==> config.mk <==
export PLATFORM = sky130hd
export DESIGN_NAME = bitty_fetch_unit
export DESIGN_NICKNAME = d
export VERILOG_FILES = /design/src/rtl/bitty_fetch_unit.sv
export SDC_FILE = /design/constraint.sdc
export NUM_CORES = 1
export LEC_CHECK = 0
export ABC_AREA = 1
export BUFFER_PORTS_ARGS = -buffer_cell sky130_fd_sc_hd__buf_2
export CORE_ASPECT_RATIO = 0.75
export CORE_MARGIN = 1
export CORE_UTILIZATION = 43
export CTS_CLUSTER_DIAMETER = 200
export DETAILED_ROUTE_END_ITERATION = 10
export HOLD_SLACK_MARGIN = 0.05
export PLACE_DENSITY = 0.71
export SLEW_MARGIN = 20
export SYNTH_ARGS = -nofsm -noshare
export SYNTH_HDL_FRONTEND = slang
export SYNTH_SLANG_ARGS = --single-unit
export TNS_END_PERCENT = 20
==> constraint.sdc <==
create_clock -name i_clk -period 1.4 [get_ports i_clk]
set_clock_uncertainty 0.1 [all_clocks]
set_input_delay 0.14 -clock i_clk [delete_from_list [all_inputs] [get_ports i_clk]]
set_output_delay 0.14 -clock i_clk [all_outputs]
set_load 0.02 [all_outputs]
==> src/rtl/bitty_fetch_unit.sv <==
// rtl/bitty_fetch_unit.sv - instruction fetch sequencer feeding bitty_core
// Optional halt-opcode detection is built when BITTY_FETCH_HALT_EN is defined.
module bitty_fetch_unit #(
   parameter int                ADDR_W    = 8,
   parameter int                DATA_W    = 16,
   parameter logic [ADDR_W-1:0] LAST_ADDR = 8'hFF,
   parameter logic [DATA_W-1:0] HALT_WORD = 16'hFFFF
) (
   input  logic              i_clk,
   input  logic              i_reset,
   input  logic              i_start,
   output logic              o_mem_rd_en,
   output logic [ADDR_W-1:0] o_mem_addr,
   input  logic [DATA_W-1:0] i_mem_rdata,
   output logic [DATA_W-1:0] o_instruction,
   output logic              o_run,
   input  logic              i_done,
   output logic [ADDR_W-1:0] o_pc,
   output logic              o_busy,
   output logic              o_halted
);

   typedef enum logic [2:0] {
      S_IDLE   = 3'd0,
      S_FETCH  = 3'd1,
      S_WAIT   = 3'd2,
      S_EXEC   = 3'd3,
`ifdef BITTY_FETCH_HALT_EN
      S_NEXT   = 3'd4,
      S_HALTED = 3'd5
`else
      S_NEXT   = 3'd4
`endif
   } state_t;

   state_t              r_state;
   state_t              w_state_next;
   logic [ADDR_W-1:0]   r_pc;
   logic [DATA_W-1:0]   r_instr;
   logic                r_done_q;
   logic                w_done_rise;
   logic                w_is_halt;
   logic                w_restart;

   // A done level carried into EXEC must fall and rise again to count.
   assign w_done_rise = i_done & ~r_done_q;

`ifdef BITTY_FETCH_HALT_EN
   assign w_is_halt = (i_mem_rdata == HALT_WORD);
   assign w_restart = i_start && (r_state == S_IDLE || r_state == S_HALTED);
`else
   assign w_is_halt = 1'b0;
   assign w_restart = i_start && (r_state == S_IDLE);
`endif

   always_ff @(posedge i_clk or posedge i_reset) begin
      if (i_reset) begin
         r_state <= S_IDLE;
      end else begin
         r_state <= w_state_next;
      end
   end

   always_comb begin
      w_state_next = r_state;
      case (r_state)
         S_IDLE:   if (i_start) w_state_next = S_FETCH;
         S_FETCH:  w_state_next = S_WAIT;
`ifdef BITTY_FETCH_HALT_EN
         S_WAIT:   w_state_next = w_is_halt ? S_HALTED : S_EXEC;
         S_HALTED: if (i_start) w_state_next = S_FETCH;
`else
         S_WAIT:   w_state_next = S_EXEC;
`endif
         S_EXEC:   if (w_done_rise) w_state_next = S_NEXT;
         S_NEXT:   w_state_next = (r_pc == LAST_ADDR) ? S_IDLE : S_FETCH;
         default:  w_state_next = S_IDLE;
      endcase
   end

   always_ff @(posedge i_clk or posedge i_reset) begin
      if (i_reset) begin
         r_pc     <= '0;
         r_instr  <= '0;
         r_done_q <= 1'b0;
      end else begin
         r_done_q <= i_done;
         if (w_restart) begin
            r_pc <= '0;
         end else if (r_state == S_NEXT && r_pc != LAST_ADDR) begin
            r_pc <= r_pc + 1'b1;
         end
         if (r_state == S_WAIT && !w_is_halt) begin
            r_instr <= i_mem_rdata;
         end
      end
   end

   always_comb begin
      o_mem_rd_en = 1'b0;
      o_run       = 1'b0;
      o_busy      = 1'b1;
      o_halted    = 1'b0;
      case (r_state)
         S_IDLE:   o_busy      = 1'b0;
         S_FETCH:  o_mem_rd_en = 1'b1;
         S_EXEC:   o_run       = 1'b1;
`ifdef BITTY_FETCH_HALT_EN
         S_HALTED: begin
            o_busy   = 1'b0;
            o_halted = 1'b1;
         end
`endif
         default:  o_busy      = 1'b1;
      endcase
   end

   assign o_mem_addr    = r_pc;
   assign o_pc          = r_pc;
   assign o_instruction = r_instr;

endmodule
==> results of run 1 <==
-- per-layer routing --
metal  part of all wire  vias to the layer above  GRT usage
li1                   -                      580          -
met1               0.43                      565      0.261
met2               0.48                       60      0.351
met3              0.074                        6     0.0570
met4              0.012                        0     0.0660
met5                  0                        -          0
-- where the power goes --
part,internal [mW],switching [mW]
sequential,1.14,0.221
clock,0.383,0.256
combinational,0.940,1.16
total,2.46,1.64
-- worst max-delay path, cell delays in order (launching register included) --
cell	delay, ps
dfrtp_2	470
nor2_2	170
nand2_2	80
buf_2	160
-- metrics by stage --
| stage | instances | setup slack (ps) | hold slack [ps] |
|---|---|---|---|
| 2_1_floorplan | 139 | -23.0 | 71.4 |
| 3_3_place_gp | 229 | 42.0 | 115 |
| 3_5_place_dp | 229 | -15.4 | 125 |
| 4_1_cts | 251 | -43.1 | 103 |
| 5_1_grt | 252 | -91.1 | 166 |
| 6_report | 252 | -5.82 | 107 |
-- layout by cell type (no fill, tap or decap), types with 2 or more instances in the layout --
cell type	synthesis	layout
nand4_1	2	2
mux2_4	9	9
dlygate4sd3_1	0	18
nor2_1	7	5
nand3_1	9	9
nand2_2	5	5
inv_1	14	12
inv_2	3	4
buf_4	9	10
mux2_2	7	7
xor2_1	2	2
o21ai_0	2	2
nand2_1	29	29
dfrtp_1	28	23
nor2_2	2	4
o21ai_1	2	2
clkbuf_8	0	3
buf_2	0	52
dfrtp_2	0	5
-- area by class of cell --
class                      instances  area, um2  area share
sequential                        28        707       0.352
multi-input combinational         84        589       0.293
timing repair buffer              81        527       0.262
inverter                          17       66.3      0.0330
tap                               38       47.5      0.0237
clock buffer                       3       41.3      0.0206
clock inverter                     1       30.0      0.0150
-- Yosys cell counts (2+ instances only) --
library cell  number
mux2_2             7
nor2_1             7
o21ai_0            2
xor2_1             2
nand2_1           29
nor2_2             2
inv_1             14
mux2_4             9
nand2_2            5
dfrtp_1           28
inv_2              3
nand3_1            9
o21ai_1            2
nand4_1            2
buf_4              9
-- state kept, by name, summed over array words and instances (netlist names) --
signal,count
o_mem_addr,8
r_done_q,1
o_instruction,16
r_state,3
-- cells by family (layout without fill, tap and decap cells) --
kind of cell | Yosys count | count (layout) | share of synthesized area
flops | 28 | 28 | 0.498
buf+inv | 27 | 102 | 0.101
other cells | 1 | 1 | 0.00267
fa+ha+maj | 1 | 1 | 0.00890
mux | 16 | 16 | 0.152
compound gates | 5 | 5 | 0.0205
xor+xnor | 3 | 3 | 0.0187
simple gates | 58 | 58 | 0.198
-- path summary, 6_finish.rpt --
path / from / end / slack, ps
min reg2reg: o_instruction[14] / o_instruction[14] / 410
max reg2reg: r_state[0] / o_instruction[2] / 0
min: i_start / r_state[2] / 110
min in group asynchronous: i_reset / o_instruction[13] / 380
max in group asynchronous: i_reset / o_mem_addr[1] / 540
max: r_state[1] / o_busy / -6
-- timing repair --
item	4_1_cts	5_1_grt
pin swaps	1	2
endpoints found under the hold margin	45	0
endpoints found under the setup margin	7	27
hold buffers	18	0
buffers inserted	0	1
gates resized for setup	5	10
==> impl_results.md, run 1 <==
- Status: complete, but fails checks
- Failing checks: negative setup slack
- Fraction of registers with async set/reset: 1.00
- Crit path max fanout: 4
- Share of layout cells above drive strength 1: 0.500
- P&R area growth vs syn: 42.8%
- Largest net degree at the start of global routing: 29
- Cell variety after synth: 24
- Worst endpoint data arrival time: 1170 ps
- Slew Viols, Final: 0
- Post-DRT Antenna Nets: 0
- Startpoint Class: flip-flop
- Setup TNS: -5.82 ps
- Yosys reg bits: 28
- Number of antenna violations at the first check in global routing: 0
- Net count, final: 236
- Syn Nets: 160
- Placed cell areas: 1710 um2
- Ant. Diodes: 0
- CTS tree: done
- Initial core utilization: 0.466
- Finished Core Util: 0.665
- I/O pin count: 56
- TritonRoute pass-1 iters: 5
- Syn Area/Cell: 10.1 um2
- Register area share after synthesis: 0.498
- Worst setup EP type: output pin
- Worst setup path class: reg -> out
- Mapped Area: 1410 um2
- Global placement routability congestion: 0.917
- RSZ-0062 raised after global routing: yes
- Worst reg2reg path depth: 3
- Period utilization: 1.00
- Design area: 2010 um2
- # rows: 17
- Area contributors post-synth: dfrtp_1 (50%), mux2_4 (9.6%), nand2_1 (7.7%)
- Total Wirelength: 3.37 mm
- Total Power: 4.10 mW
- Root Driver: clkbuf_8
- Hold Path Cell Cnt: 5
- Setup Viol. Count Final: 1
- Worst VDD drop: 1.38 mV
- Cell taking the most area after synthesis: dfrtp_1
- Count of final hold-check violations: 0
- CTS max path bufs: 2
- Final Worst Setup Slack: -5.82 ps
- Vias in the first global route: 1138
- Cell area power density: 2040 nW/um2
- Hold Path Class: in -> reg
- Share of Yosys cell area claimed by the top area cell type: 0.498
- Max-Cap Viols: 0
- Gate Count Post-Synth: 139
- Highest clock rate: 711 MHz
- CTS Buf Count: 3
- Initial drt markers: 26
- DP HPWL: 2.11 mm
- Core area: 3020 um2
- Reg clk slew, reported paths: 100 ps
- Vias per inst: 4.81
- Crit path time final: 1410 ps
- Worst-skew pair later-pin latency: 280 ps
- Die height: 51.5 um
- FILL cells: 221
- H-tree Lvls: 1
- Pleak: 1.08 nW
- EDFF count, synth: 0
- Tot GR Track Use: 0.210
- Main flop type after synthesis: dfrtp_1
- Drt wl/cell: 13.4 um
- DR DRC count: 0
- First-pass GRT wire length: 5.31 mm
- Total number of vias: 1211
- Clk sinks: 28
- Worst path required time: 1160 ps
- Total congestion overflow: 0
- IO buf count: 54
- Full die area: 3510 um2
- Die Width: 68.0 um
- Warnings, synthesis: 0
No activity file was read; power rests on OpenSTA's default activity.
==> run 2: changes to the inputs <==
RECOVER_POWER = 25   (was not set)
==> impl_results.md, run 2 (same netlist as run 1, synthesis figures left out) <==
- Setup Viol. Count Final: 1
- Crit path time final: 1410 ps
- Period utilization: 1.00
- Slew Viols, Final: 0
- IO buf count: 54
- Startpoint Class: flip-flop
- CTS Buf Count: 3
- Net count, final: 236
- Worst endpoint data arrival time: 1170 ps
- Post-route insts no fill: 252
- Cell area power density: 2040 nW/um2
- Number of antenna violations at the first check in global routing: 0
- Clk sinks: 28
- Finished Core Util: 0.664
- # rows: 17
- DR DRC count: 0
- Global placement routability congestion: 0.917
- Reg-to-Reg Start: r_state[0]
- Failing checks: negative setup slack
- Worst VDD drop: 1.38 mV
- Drt wl/cell: 13.3 um
- Critical path destination: o_busy
- Placed cells: 229
- Vias per inst: 4.74
- Worst rel slew slack: 0.550
- H-tree Lvls: 1
- Worst setup EP type: output pin
- Highest clock rate: 711 MHz
- Total Wirelength: 3.35 mm
- Status: complete, but fails checks
- Full die area: 3510 um2
- Critical Path Source: r_state[1]
- Count of final hold-check violations: 0
- Worst reg2reg path depth: 3
- Total congestion overflow: 0
- Worst setup path class: reg -> out
- Switching Share: 0.399
- Initial drt markers: 26
- Vias in the first global route: 1138
- RSZ-0062 raised after global routing: yes
- Die Width: 68.0 um
- Largest net degree at the start of global routing: 29
- Switching power: 1.64 mW
- Final Worst Setup Slack: -5.74 ps
- TritonRoute pass-1 iters: 5
- Max-Cap Viols: 0
- Sequential group share of total power: 0.332
- Clock share of power: 0.156
- CTS tree: done
- Pleak: 1.08 nW
- Max reg flops: 16
- Setup TNS: -5.74 ps
- Crit Reg-Reg Endpoint: o_instruction[2]
- Initial core utilization: 0.466
- I/O pin count: 56
- Die height: 51.5 um
- Hold Path Class: in -> reg
- Slack of the worst reg-to-reg path: 0 ps
- DP HPWL: 2.11 mm
- Commonest non-fill, non-tap cell in the layout: buf_2
- CTS max path bufs: 2
- First-pass GRT wire length: 5.31 mm
- Slew @ Worst Pin: 676 ps
- Total Power: 4.10 mW
- Core area: 3020 um2
- Share of layout cells above drive strength 1: 0.500
- Tot GR Track Use: 0.210
- Root Driver: clkbuf_8
- Combinational share of power: 0.512
- Ant. Diodes: 0
- Reg clk slew, reported paths: 100 ps
- Commonest non-fill, non-tap cells in the layout: buf_2 (52), nand2_1 (29), dfrtp_1 (23), dlygate4sd3_1 (18), inv_1 (12)
- Worst-skew pair later-pin latency: 280 ps
- Pint: 2.46 mW
- Total number of vias: 1195
- Post-DRT Antenna Nets: 0
- Place WS: -15.4 ps
- Crit path max fanout: 4
- Worst path required time: 1160 ps
- P&R area growth vs syn: 42.6%
-- run 2: cell types whose count changed in the layout (fill, tap and decap cells not counted) --
cell and change:
clkbuf_2 +1, buf_4 -1
-- run 2: worst min-delay path by stage --
| stage | startpoint | endpoint | slack, ps | cells past startpoint |
|---|---|---|---|---|
| after floorplan | i_done | r_done_q | 70 | 0 |
| after global placement | i_reset | o_instruction[0] | 110 | 3 |
| after detailed placement | i_reset | o_instruction[14] | 120 | 3 |
| after CTS | i_start | r_state[2] | 100 | 5 |
| after global routing | i_start | r_state[2] | 170 | 5 |
| final | i_start | r_state[2] | 110 | 5 |
-- run 2: stage by stage --
stage               instance area (um2)  hold WS [ps]
floorplan                          1410          71.4
global placement                   1710           115
detailed placement                 1710           125
CTS                                1980           103
global route                       2010           166
finish                             2010           107
-- run 2: area by class of cell --
| class | count | area, um2 |
|---|---|---|
| well taps | 38 | 47.5 |
| clock inverters | 1 | 30.0 |
| clock buffers | 3 | 41.3 |
| repair buffers | 81 | 524 |
| flip-flops and latches | 28 | 707 |
| multi-input cells | 84 | 589 |
| inverters | 17 | 66.3 |
| fillers | 221 | 1010 |
-- run 2: repair_timing --
action / in CTS / in global routing
cloned: 0 / 0
setup buffers: 0 / 1
setup endpoints to repair: 7 / 27
pin swaps: 1 / 2
hold endpoints to repair: 45 / 0
gates resized for setup: 5 / 10
hold buffers: 18 / 0
-- run 2: worst max-delay path, stage by stage, from the launching register on --
cell and delay, ps:
dfrtp_2 470, nor2_2 170, nand2_2 80, buf_2 160
-- run 2: per-layer routing --
layer / vias up / wire length [um] / part of all wire / GRT usage
met2: 51 / 1610 / 0.48 / 0.351
met3: 6 / 232 / 0.069 / 0.0570
met4: 0 / 40 / 0.012 / 0.0660
met1: 557 / 1470 / 0.44 / 0.261
met5: - / 0 / 0 / 0
li1: 581 / - / - / -
-- run 2: power groups by stage --
| stage | Combinational (mW) | Clock, mW | Sequential, mW |
|---|---|---|---|
| 4_1_cts | 2.03 | 0.646 | 1.33 |
| 3_3_place_gp | 1.91 | 0 | 1.32 |
| 3_5_place_dp | 1.96 | 0 | 1.34 |
| 6_report | 2.10 | 0.639 | 1.36 |
| 2_1_floorplan | 1.08 | 0 | 1.68 |
| 5_1_grt | 2.26 | 0.681 | 1.40 |
==> run 3: changes to the inputs <==
CORE_UTILIZATION = 45   (was 43)
CTS_BUF_LIST = sky130_fd_sc_hd__clkbuf_4 sky130_fd_sc_hd__clkbuf_8   (was not set)
PLACE_DENSITY = 0.74   (was 0.71)
==> impl_results.md, run 3 (same netlist as run 1, synthesis figures left out) <==
- Status: complete, but fails checks
- Failing checks: negative setup slack
- H-tree Lvls: 1
- Die Width: 66.6 um
- Largest net degree at the start of global routing: 29
- Worst rel slew slack: 0.522
- Crit-path slowest cell: dfrtp_2
- Reg clk slew, reported paths: 100 ps
- Number of antenna violations at the first check in global routing: 1
- Pleak: 1.13 nW
- Max reg flops: 16
- Root Driver: clkbuf_8
- Cell area power density: 2130 nW/um2
- Full die area: 3360 um2
- Die height: 50.4 um
- Hold Path Class: in -> reg
- First-pass GRT wire length: 5.22 mm
- Worst path required time: 1470 ps
- DR DRC count: 0
- Clk sinks: 28
- Net count, final: 241
- CTS max path bufs: 2
- Placed cells: 228
- Total number of vias: 1336
- DP HPWL: 2.09 mm
- Worst endpoint data arrival time: 1570 ps
- Pint: 2.74 mW
- Highest clock rate: 665 MHz
- Initial core utilization: 0.476
- Total Wirelength: 4.04 mm
- Startpoint Class: flip-flop
- Crit path time final: 1500 ps
- Critical path's top delay family: simple AND/OR/NAND/NOR gates
- Max-Cap Viols: 0
- Largest stage delay on the critical path: 480 ps
- Total congestion overflow: 0
- I/O pin count: 56
- # rows: 17
- P&R area growth vs syn: 51.8%
- Worst setup path class: reg -> reg
- FILL cells: 186
- Worst-skew pair later-pin latency: 280 ps
- Vias in the first global route: 1128
- Setup TNS: -687 ps
- Post-route insts no fill: 258
- Drt wl/cell: 15.7 um
- Core area: 2960 um2
- Setup Viol. Count Final: 19
- Post-DRT Antenna Nets: 0
- Buf/Inv on CP: 2
- Switching power: 1.81 mW
- CP most frequent cell: nand2_1
- Sequential group share of total power: 0.302
- Period utilization: 1.07
- Share of layout cells above drive strength 1: 0.521
- Switching Share: 0.398
- Crit path max fanout: 6
- Commonest non-fill, non-tap cell in the layout: buf_2
- Final Worst Setup Slack: -103 ps
- Tot GR Track Use: 0.208
- Worst VDD drop: 1.15 mV
- CTS tree: done
- Initial drt markers: 95
- Crit path cell chain: nor2_4 -> nand2_1 -> inv_1 -> nand2_2 -> nand2_2 -> inv_4 -> nand2_1 -> nand2_1
- TritonRoute pass-1 iters: 5
- Total Power: 4.55 mW
- IO buf count: 54
- Count of final hold-check violations: 0
- Clock share of power: 0.141
- CTS Buf Count: 3
- RSZ-0062 raised after global routing: yes
- Combinational share of power: 0.557
- Commonest non-fill, non-tap cells in the layout: buf_2 (51), nand2_1 (28), dfrtp_1 (21), dlygate4sd3_1 (18), inv_1 (12)
- Vias per inst: 5.18
- Worst setup EP type: flip-flop
- Slew @ Worst Pin: 717 ps
- Global placement routability congestion: 0.881
- Slew Viols, Final: 0
run 3: worst min-delay path, cell delays in order:
cell	delay, ps
buf_2	90
o21ai_0	80
inv_1	80
nand2_1	50
inv_1	40
run 3: final timing paths:
| path | slack, ps | depth (start not counted) | endpoint | start |
|---|---|---|---|---|
| max | -100 | 8 | o_mem_addr[2] | r_state[1] |
| min | 130 | 5 | r_state[2] | i_start |
| max reg2reg | -100 | 8 | o_mem_addr[2] | r_state[1] |
| min reg2reg | 410 | 1 | o_instruction[6] | o_instruction[6] |
| max in group asynchronous | 210 | 4 | o_mem_addr[0] | i_reset |
| min in group asynchronous | 490 | 4 | o_instruction[0] | i_reset |
run 3: area by class of cell:
cell class	count	area (um2)	area share
diodes	1	2.50	0.00117
clock buffers	3	41.3	0.0193
clock inverters	1	30.0	0.0141
inverters	17	66.3	0.0311
multi-input cells	84	624	0.292
flip-flops and latches	28	709	0.332
well taps	38	47.5	0.0223
repair buffers	86	613	0.287
run 3: routing by layer:
layer | wire length [um] | share of wire | track usage | vias to the layer above
met3 | 262 | 0.065 | 0.0523 | 25
met1 | 1530 | 0.38 | 0.255 | 640
li1 | - | - | - | 597
met5 | 0 | 0 | 0 | -
met4 | 211 | 0.052 | 0.0851 | 0
met2 | 2030 | 0.50 | 0.348 | 74
run 3: metrics by stage:
stage	setup slack, ps	hold slack, ps	area, um2	utilization
floorplan	-23.0	71.4	1410	-
finish	-103	126	2130	0.722
CTS	-5.67	89.6	2020	0.682
detailed placement	-18.1	119	1700	0.575
global placement	41.5	113	1700	0.575
global route	-153	149	2130	0.722
run 3: what timing repair did:
item                                    4_1_cts  5_1_grt
pin swaps                                     2        5
hold buffers                                 18        0
endpoints found under the setup margin       19       12
endpoints found under the hold margin        45        0
resized for setup                            10       18
buffers inserted                              2        5
run 3: power groups by stage:
stage	sequential (mW)	clock, mW	combinational (mW)
after floorplan	1.68	0	1.08
after global placement	1.31	0	1.91
after detailed placement	1.33	0	1.96
after CTS	1.33	0.652	2.20
after global routing	1.40	0.681	2.68
final	1.37	0.644	2.53
